`src/rtl/count_sequencer.sv`:
```
// count_sequencer: debounces the start/stop/up/down buttons into one-cycle commands,
// runs the IDLE/RUN/PAUSE control FSM and the count prescaler for the counter datapath.

module count_sequencer #(
  parameter int unsigned TICK_DIV        = 100000000,
  parameter int unsigned DEBOUNCE_CYCLES = 1000000
) (
  input  logic       Clk100M,
  input  logic       rst_n,
  input  logic       start,
  input  logic       stop,
  input  logic       up,
  input  logic       down,
  output logic       cnt_en,
  output logic       cnt_dir,
  output logic       cnt_clr,
  output logic [1:0] state,
  output logic       tick
);

  localparam int unsigned DW = (DEBOUNCE_CYCLES > 1) ? $clog2(DEBOUNCE_CYCLES) : 1;
  localparam int unsigned PW = (TICK_DIV > 1) ? $clog2(TICK_DIV) : 1;

  localparam logic [DW-1:0] DB_MAX   = DW'(DEBOUNCE_CYCLES - 1);
  localparam logic [DW-1:0] DB_ONE   = DW'(1);
  localparam logic [DW-1:0] DB_ZERO  = {DW{1'b0}};
  localparam logic [PW-1:0] PSC_MAX  = PW'(TICK_DIV - 1);
  localparam logic [PW-1:0] PSC_ONE  = PW'(1);
  localparam logic [PW-1:0] PSC_ZERO = {PW{1'b0}};

  localparam int BTN_START = 0;
  localparam int BTN_STOP  = 1;
  localparam int BTN_UP    = 2;
  localparam int BTN_DOWN  = 3;

  typedef enum logic [1:0] {
    ST_IDLE  = 2'b00,
    ST_RUN   = 2'b01,
    ST_PAUSE = 2'b10
  } state_e;

  logic [3:0]    raw_s;
  logic [3:0]    sync1_q;
  logic [3:0]    sync2_q;
  logic [3:0]    lvl_q;
  logic [3:0]    lvl_d;
  logic [3:0]    lvl_prev_q;
  logic [3:0]    cmd_q;
  logic [DW-1:0] dbc_q [4];
  logic [DW-1:0] dbc_d [4];

  state_e        state_q;
  state_e        state_d;
  logic [PW-1:0] psc_q;
  logic [PW-1:0] psc_d;
  logic          dir_q;
  logic          dir_d;
  logic          clr_q;
  logic          clr_d;
  logic          en_q;
  logic          tick_q;
  logic          wrap_s;

  assign raw_s  = {down, up, stop, start};
  assign wrap_s = (state_q == ST_RUN) && (psc_q == PSC_MAX);

  // Debounce: count consecutive samples disagreeing with the accepted level.
  always_comb begin
    lvl_d = lvl_q;
    for (int i = 0; i < 4; i++) begin
      dbc_d[i] = DB_ZERO;
      if (sync2_q[i] != lvl_q[i]) begin
        if (dbc_q[i] == DB_MAX) begin
          lvl_d[i] = sync2_q[i];
          dbc_d[i] = DB_ZERO;
        end else begin
          dbc_d[i] = dbc_q[i] + DB_ONE;
        end
      end else begin
        dbc_d[i] = DB_ZERO;
      end
    end
  end

  // Synchronizers, debounce state and rising-edge command registers.
  always_ff @(posedge Clk100M or negedge rst_n) begin
    if (!rst_n) begin
      sync1_q    <= 4'b0000;
      sync2_q    <= 4'b0000;
      lvl_q      <= 4'b0000;
      lvl_prev_q <= 4'b0000;
      cmd_q      <= 4'b0000;
      for (int i = 0; i < 4; i++) begin
        dbc_q[i] <= DB_ZERO;
      end
    end else begin
      sync1_q    <= raw_s;
      sync2_q    <= sync1_q;
      lvl_q      <= lvl_d;
      lvl_prev_q <= lvl_q;
      cmd_q      <= lvl_q & ~lvl_prev_q;
      for (int i = 0; i < 4; i++) begin
        dbc_q[i] <= dbc_d[i];
      end
    end
  end

  // Control FSM, prescaler and direction next-state; stop outranks start.
  always_comb begin
    state_d = state_q;
    psc_d   = psc_q;
    clr_d   = 1'b0;
    dir_d   = dir_q;
    case (state_q)
      ST_IDLE: begin
        psc_d = PSC_ZERO;
        if (cmd_q[BTN_STOP]) begin
          state_d = ST_IDLE;
        end else if (cmd_q[BTN_START]) begin
          state_d = ST_RUN;
          clr_d   = 1'b1;
        end else begin
          state_d = ST_IDLE;
        end
      end
      ST_RUN: begin
        if (wrap_s) begin
          psc_d = PSC_ZERO;
        end else begin
          psc_d = psc_q + PSC_ONE;
        end
        if (cmd_q[BTN_STOP]) begin
          state_d = ST_PAUSE;
        end else begin
          state_d = ST_RUN;
        end
      end
      ST_PAUSE: begin
        if (cmd_q[BTN_STOP]) begin
          state_d = ST_IDLE;
          clr_d   = 1'b1;
          psc_d   = PSC_ZERO;
        end else if (cmd_q[BTN_START]) begin
          state_d = ST_RUN;
        end else begin
          state_d = ST_PAUSE;
        end
      end
      default: begin
        state_d = ST_IDLE;
        psc_d   = PSC_ZERO;
      end
    endcase

    if (cmd_q[BTN_UP]) begin
      dir_d = 1'b1;
    end else if (cmd_q[BTN_DOWN]) begin
      dir_d = 1'b0;
    end else begin
      dir_d = dir_q;
    end
  end

  // Control state and registered datapath outputs.
  always_ff @(posedge Clk100M or negedge rst_n) begin
    if (!rst_n) begin
      state_q <= ST_IDLE;
      psc_q   <= PSC_ZERO;
      dir_q   <= 1'b1;
      clr_q   <= 1'b0;
      en_q    <= 1'b0;
      tick_q  <= 1'b0;
    end else begin
      state_q <= state_d;
      psc_q   <= psc_d;
      dir_q   <= dir_d;
      clr_q   <= clr_d;
      en_q    <= wrap_s;
      tick_q  <= wrap_s;
    end
  end

  assign state   = state_q;
  assign cnt_en  = en_q;
  assign cnt_dir = dir_q;
  assign cnt_clr = clr_q;
  assign tick    = tick_q;

endmodule

```
`config.mk`:
```
export PLATFORM = sky130hd
export DESIGN_NAME = count_sequencer
export DESIGN_NICKNAME = d
export VERILOG_FILES = /design/src/rtl/count_sequencer.sv
export SDC_FILE = /design/constraint.sdc
export NUM_CORES = 1
export LEC_CHECK = 0
export BUFFER_PORTS_ARGS = -buffer_cell sky130_fd_sc_hd__buf_2
export CORE_UTILIZATION = 45
export CTS_CLUSTER_SIZE = 16
export DETAILED_ROUTE_END_ITERATION = 8
export GPL_TIMING_DRIVEN = 1
export MAX_ROUTING_LAYER = met4
export PLACE_DENSITY = 0.64
export RECOVER_POWER = 100
export SETUP_SLACK_MARGIN = 0.2
export SKIP_LAST_GASP = 1
export SLEW_MARGIN = 20
export SYNTH_ARGS = -nofsm -noshare
export SYNTH_HDL_FRONTEND = slang
export SYNTH_SLANG_ARGS = --single-unit
```
`constraint.sdc`:
```
create_clock -name Clk100M -period 5.13 [get_ports Clk100M]
set_clock_uncertainty 0.05 [all_clocks]
set_input_delay 0.513 -clock Clk100M [delete_from_list [all_inputs] [get_ports Clk100M]]
set_output_delay 0.513 -clock Clk100M [all_outputs]
set_load 0.03 [all_outputs]
```
==> flow_metrics.tcl, run 1 <==
set metrics [dict create \
    grt_pass1_vias 4423 \
    vias 4497 \
    firstDrtPassIters 6 \
    finalCritPeriodShare_pct 57.31 \
    grt_remaining_overflow 0 \
    dieWidth_um 119.6 \
    post-dp-hpwl_um 7400 \
    fillCellCount 1211 \
    synth_area_leaders "dfrtp_1 53%, nor2_1 6.4%, xor2_1 5.9%" \
    yosys-mux-area-fraction_pct 0.7233 \
    vdd_drop_max_v 0.0002568 \
    setup_violations 0 \
    slew_viol_final 47 \
    hold_viol 0 \
    synth_top_cell_by_area "dfrtp_1" \
    post_route_cells_drive_above_1_share_pct 7.002 \
    yosysUniqueCellTypes 50 \
    yosys_register_bits 132 \
    drc_errors 0 \
    relSlewSlack_pct -61.22 \
    seq_area_mm2 0.003304 \
    routedWlPerCell_um 13.70 \
    antenna_found_initial 0 \
    grt_max_degree 88 \
    synth_top_family_by_area "simple AND/OR/NAND/NOR gates" \
    seq_area_frac_synth_pct 53.06 \
    multiInputGateArea_mm2 0.002760 \
    grt_util_all_layers_pct 18.41 \
    worst_setup_path_start_kind "primary input" \
    ys.warnings.count 0 \
    via_per_inst 5.399 \
    synthArstFlopShare_pct 100.0 \
    synth_xor_area_share_pct 10.69 \
    cts_setup_buffers 0 \
    critical_path_class "in -> async" \
    cts_max_path_buffers 2 \
    io_pins 12 \
    port_buffers 11 \
    cts.sinks 132 \
    end_kind "asynchronous set/reset pin" \
    period_minus_slack_ns 2.940 \
    drt_first_iter_violations 346 \
    row_count 42 \
    place_congestion 0.7885 \
    ctsResizeCount 0 \
    htreeDepth 4 \
    layout-area-overhead-vs-synth_pct 12.84 \
    slowest_stage "clkbuf_1" \
    synth_nets 642 \
    die_y_um 119.6 \
    cts_tree "yes" \
    worst_pin_slew_ns 2.418 \
    drtAntennaViolNets 0 \
    post_synth.cell_area_avg_um2 9.869 \
    fin_util_pct 52.64 \
    diodes 0 \
    synth-compound-area-share_pct 5.003 \
    crit_buf_inv 2 \
    yosys.area_share.simple_pct 27.04 \
    holdBufCountCts 0 \
    hold_class "in -> async" \
    fmax_mhz 340.2 \
    max_stage_delay_ns 1.78 \
    clk_pin_slew_ns 0.05 \
    synth-edff-count 0 \
    required_ns 5.10 \
    crit_chain "buf_6 > clkbuf_1" \
    fin_hold_ws_ns 0.07484 \
    drv_cap 1 \
    final_nets 655 \
    synthAdderAreaFrac_pct 1.005 \
    synth.cell_area_mm2 0.006227 \
    drt-total-wl_um 11410 \
    status "finished with violations" \
    power.density_mw_per_mm2 335.1 \
    start_util_pct 46.65 \
    final_cell_mix "131 x dfrtp_1, 107 x nor2_1, 50 x nand3_1, 50 x nand2_1, 42 x xor2_1" \
    leakagePower_uw 0.003017 \
    clk_latency_ns 0.42 \
    synth_flop_cell "dfrtp_1" \
    grt_pass1_wl_um 20280 \
    layout_commonest_cell "dfrtp_1" \
    cp_max_fo 87 \
    design.core.area_mm2 0.01335 \
    die_area_mm2 0.01431 \
    netlist.area_leader.share_pct 52.64 \
    violations "max-capacitance violations, max-slew violations" \
    netlist_instances 631 \
    setup_tns_ns 0 \
    clk_root_buffer_cell "clkbuf_16" \
    cts_buffers 17 \
    crit_arrival_ns 2.91 \
    critical-path-top-delay-family "buffers and inverters" \
    grt_setup_unrepaired "false" \
]
## final cells by class
cell class,instances,share of cell area (%)
Sequential cell,132,47.03
Multi-Input combinational cell,462,39.28
Clock buffer,23,6.944
Tap cell,176,3.134
Clock inverter,9,1.781
Timing Repair Buffer,14,0.9259
Inverter,17,0.9081
## through the flow
| stage | instances | worst slack [ns] | area (um^2) | total power, uW |
|---|---|---|---|---|
| finish | 833 | 2.190 | 7027 | 2355 |
| CTS | 833 | 2.867 | 7054 | 2384 |
| detailed placement | 801 | 2.880 | 6441 | 1132 |
| global placement | 801 | 2.982 | 6441 | 1130 |
| floorplan | 631 | 3.185 | 6227 | 1101 |
| global route | 833 | 1.442 | 7027 | 2433 |
## final timing paths
| kind | startpoint | to | slack, ns | cells past startpoint |
|---|---|---|---|---|
| max | rst_n | dbc_q[44] | 2.19 | 2 |
| min | rst_n | dbc_q[11] | 0.07 | 1 |
| max reg2reg | psc_q[0] | psc_q[15] | 2.54 | 7 |
| min reg2reg | sync1_q[2] | sync2_q[2] | 0.30 | 0 |
| max in group Clk100M | psc_q[0] | psc_q[15] | 2.54 | 7 |
| min in group Clk100M | stop | sync1_q[1] | 0.14 | 1 |
## registers in the layout, summed over array words and instances, names as in the netlist
name / flops
dbc_q: 80
psc_q: 27
cmd_q: 4
lvl_prev_q: 4
lvl_q: 4
sync1_q: 4
sync2_q: 4
state: 2
cnt_clr: 1
cnt_dir: 1
tick: 1
## power by group
part / internal, uW / leakage, uW / total, uW / switching (uW)
Sequential: 1050 / 0.00181 / 1060 / 8.24
Clock: 812 / 0.000299 / 1240 / 433
Combinational: 11.3 / 0.000905 / 49.1 / 37.8
## per-layer routing
layer / track usage [%] / up-vias / share of wire, %
met5: - / - / 0
met4: 8.906 / 0 / 2.0
met3: 4.087 / 21 / 2.6
met2: 27.93 / 62 / 46
met1: 23.42 / 2201 / 49
li1: - / 2213 / -
## synth_stat cells, types with 2 or more instances
cell type / instances
nand4_1: 30
o311ai_0: 3
ha_1: 5
nor4_4: 2
nand2b_1: 4
mux2_2: 4
dfrtp_1: 131
nor4_1: 8
nand2_1: 50
and3_1: 13
or2_2: 2
nand3_1: 50
a21o_1: 4
and2_1: 6
a31oi_1: 5
nor2b_1: 6
o21ai_0: 16
nor4b_1: 4
nor3_1: 18
inv_1: 17
buf_4: 2
clkbuf_1: 12
clkbuf_2: 2
xor2_1: 42
o211ai_1: 3
or3_1: 7
buf_2: 4
nor2_1: 107
and4_1: 10
xnor2_1: 34
a21oi_1: 8
or4_1: 4
## logic make-up after synthesis
logic type,Yosys count
and+or+nand+nor,329
DFF,132
xor gates and xnor gates,76
AOI/OAI and AO/OA,48
buffers and inverters,37
adders and majority gates,5
muxes,4
No activity file was read; power rests on OpenSTA's default activity.
==> run 2, diff against run 1 <==
- clock period: 5.13 -> 3 ns (I/O delays scaled with it)
==> run 2 against run 1 <==
The run still ends with max-capacitance violations, max-slew violations left. Combinational power rose by 88%. Flip-flop and latch count did not move. Final area rose by 1.2%. Non-clock buffer count rose by 6. Hold slack improved by 0.22 ns. Critical path depth rose by 4. Largest cell class unchanged.
==> flow_metrics.tcl, run 2 (same netlist as run 1, synthesis figures left out) <==
set metrics [dict create \
    status "finished with violations" \
    violations "max-capacitance violations, max-slew violations" \
    hold_viol 0 \
    reg2reg_to "dbc_q[18]" \
    top_register "dbc_q" \
    ctsResizeCount 0 \
    grt_util_all_layers_pct 18.73 \
    fillCellCount 1188 \
    cts_setup_buffers 0 \
    crit_arrival_ns 2.62 \
    power_frac_seq_pct 44.2 \
    grt_remaining_overflow 0 \
    place_congestion 0.8194 \
    drt_first_iter_violations 343 \
    antenna_found_initial 0 \
    setup_violations 0 \
    fmax_mhz 413.6 \
    cts_buffers 17 \
    power.density_mw_per_mm2 576.6 \
    die_area_mm2 0.01431 \
    drv_cap 1 \
    vdd_drop_max_v 0.0004460 \
    fin_util_pct 53.29 \
    cts_max_path_buffers 2 \
    end_kind "flop" \
    required_ns 3.20 \
    setup_tns_ns 0 \
    layout-area-overhead-vs-synth_pct 14.23 \
    dieWidth_um 119.6 \
    slowest_stage "or2_0" \
    largestRegisters "dbc_q (80), psc_q (27)" \
    grt_max_degree 80 \
    clk_latency_ns 0.42 \
    power.internal_uw 3278 \
    final_nets 661 \
    cts_tree "yes" \
    diodes 0 \
    r2r_start "dbc_q[0]" \
    drtAntennaViolNets 0 \
    clk_pin_slew_ns 0.06 \
    min_to "sync2_q[1]" \
    comb_power_share_pct 2.2 \
    layout_commonest_cell "dfrtp_1" \
    worst_setup_path_start_kind "flop" \
    hold_class "reg -> reg" \
    holdPathStages 0 \
    port_buffers 11 \
    relSlewSlack_pct -29.79 \
    leakagePower_uw 0.003057 \
    finalCritPeriodShare_pct 80.59 \
    p_sw_uw 823.3 \
    via_per_inst 5.368 \
    post-dp-hpwl_um 7483 \
    crit_chain "ha_1 > and3_1 > nand3_1 > nor3_1 > or2_0 > nor2_1" \
    drc_errors 0 \
    start_util_pct 46.65 \
    vias 4504 \
    worst_pin_slew_ns 1.947 \
    critical_path_class "reg -> reg" \
    die_y_um 119.6 \
    grt_pass1_vias 4542 \
    io_pins 12 \
    slew_viol_final 79 \
    drt-total-wl_um 11640 \
    design.core.area_mm2 0.01335 \
    largest_reg_flops 80 \
    max_stage_delay_ns 0.81 \
    row_count 42 \
    routedWlPerCell_um 13.87 \
    cts.sinks 132 \
    worstHoldStart "sync1_q[1]" \
    grt_pass1_wl_um 20700 \
    cp_max_fo 19 \
    post_route_cells_drive_above_1_share_pct 7.240 \
    grt_setup_unrepaired "false" \
    reg2reg_depth 6 \
    swShare_pct 20.07 \
    fin_hold_ws_ns 0.2977 \
    r2r_slack_ns 0.58 \
    clk_root_buffer_cell "clkbuf_16" \
    htreeDepth 4 \
    final_cell_mix "131 x dfrtp_1, 107 x nor2_1, 50 x nand3_1, 50 x nand2_1, 42 x xor2_1" \
    clkPwrFrac_pct 53.5 \
    period_minus_slack_ns 2.418 \
    firstDrtPassIters 5 \
]
## run 2: cell count changes in the layout (fill, tap and decap cells not counted), sizes merged
cell         delta
bufinv          +1
clkbuf          -1
buf             +2
clkinv          -1
dlygate4sd3     +5
## run 2: worst max path at each step
stage	slack, ns	from	to	depth (start not counted)
after floorplan	1.06	psc_q[0]	psc_q[24]	6
after global placement	0.87	psc_q[0]	psc_q[15]	7
after detailed placement	0.73	psc_q[0]	psc_q[15]	7
after CTS	0.67	psc_q[0]	psc_q[15]	7
after global routing	0.38	dbc_q[0]	dbc_q[2]	6
final	0.58	dbc_q[0]	dbc_q[18]	6
## run 2: layer usage
layer,vias to the layer above,GRT usage [%],part of all wire (%)
li1,2221,-,-
met1,2205,23.40,48
met2,58,28.65,47
met3,20,4.753,2.7
met4,0,8.672,2.1
met5,-,-,0
## run 2: final cells by class
type                            count  area, um^2  area share [%]
Tap cell                          176       220.2           3.096
Timing Repair Buffer               20       136.4           1.917
Sequential cell                   132        3304           46.46
Clock buffer                       23       478.0           6.719
Clock inverter                      9       150.1           2.111
Inverter                           17       63.81          0.8971
Multi-Input combinational cell    462        2760           38.80
## run 2: repair_timing
item	in CTS	in global routing
endpoints found under the hold margin	81	0
endpoints found under the setup margin	0	0
hold buffers	5	0
## run 2: metrics by stage
step	area [um^2]	power [uW]	cells	setup WS (ns)
2_1_floorplan	6227	1883	631	1.055
3_3_place_gp	6461	1935	802	0.8657
6_report	7113	4101	839	0.5824
3_5_place_dp	6461	1938	802	0.7292
4_1_cts	7139	4155	839	0.6688
5_1_grt	7113	4237	839	0.3824
## run 2: power by group through the flow
stage / registers [uW] / logic [uW] / clock network, uW
after CTS: 1810 / 98.5 / 2240
after floorplan: 1840 / 40.7 / 0
final: 1810 / 92.2 / 2190
after global placement: 1840 / 90.6 / 0
after global routing: 1820 / 109 / 2310
after detailed placement: 1850 / 93.0 / 0
## run 2: worst max-delay path, delay by kind of cell, from the launching register on
kind	cells	cell delay (ns)
adder cells (fa/ha/maj)	1	0.22
flip-flops	1	0.38
AND/OR/NAND/NOR	5	1.58
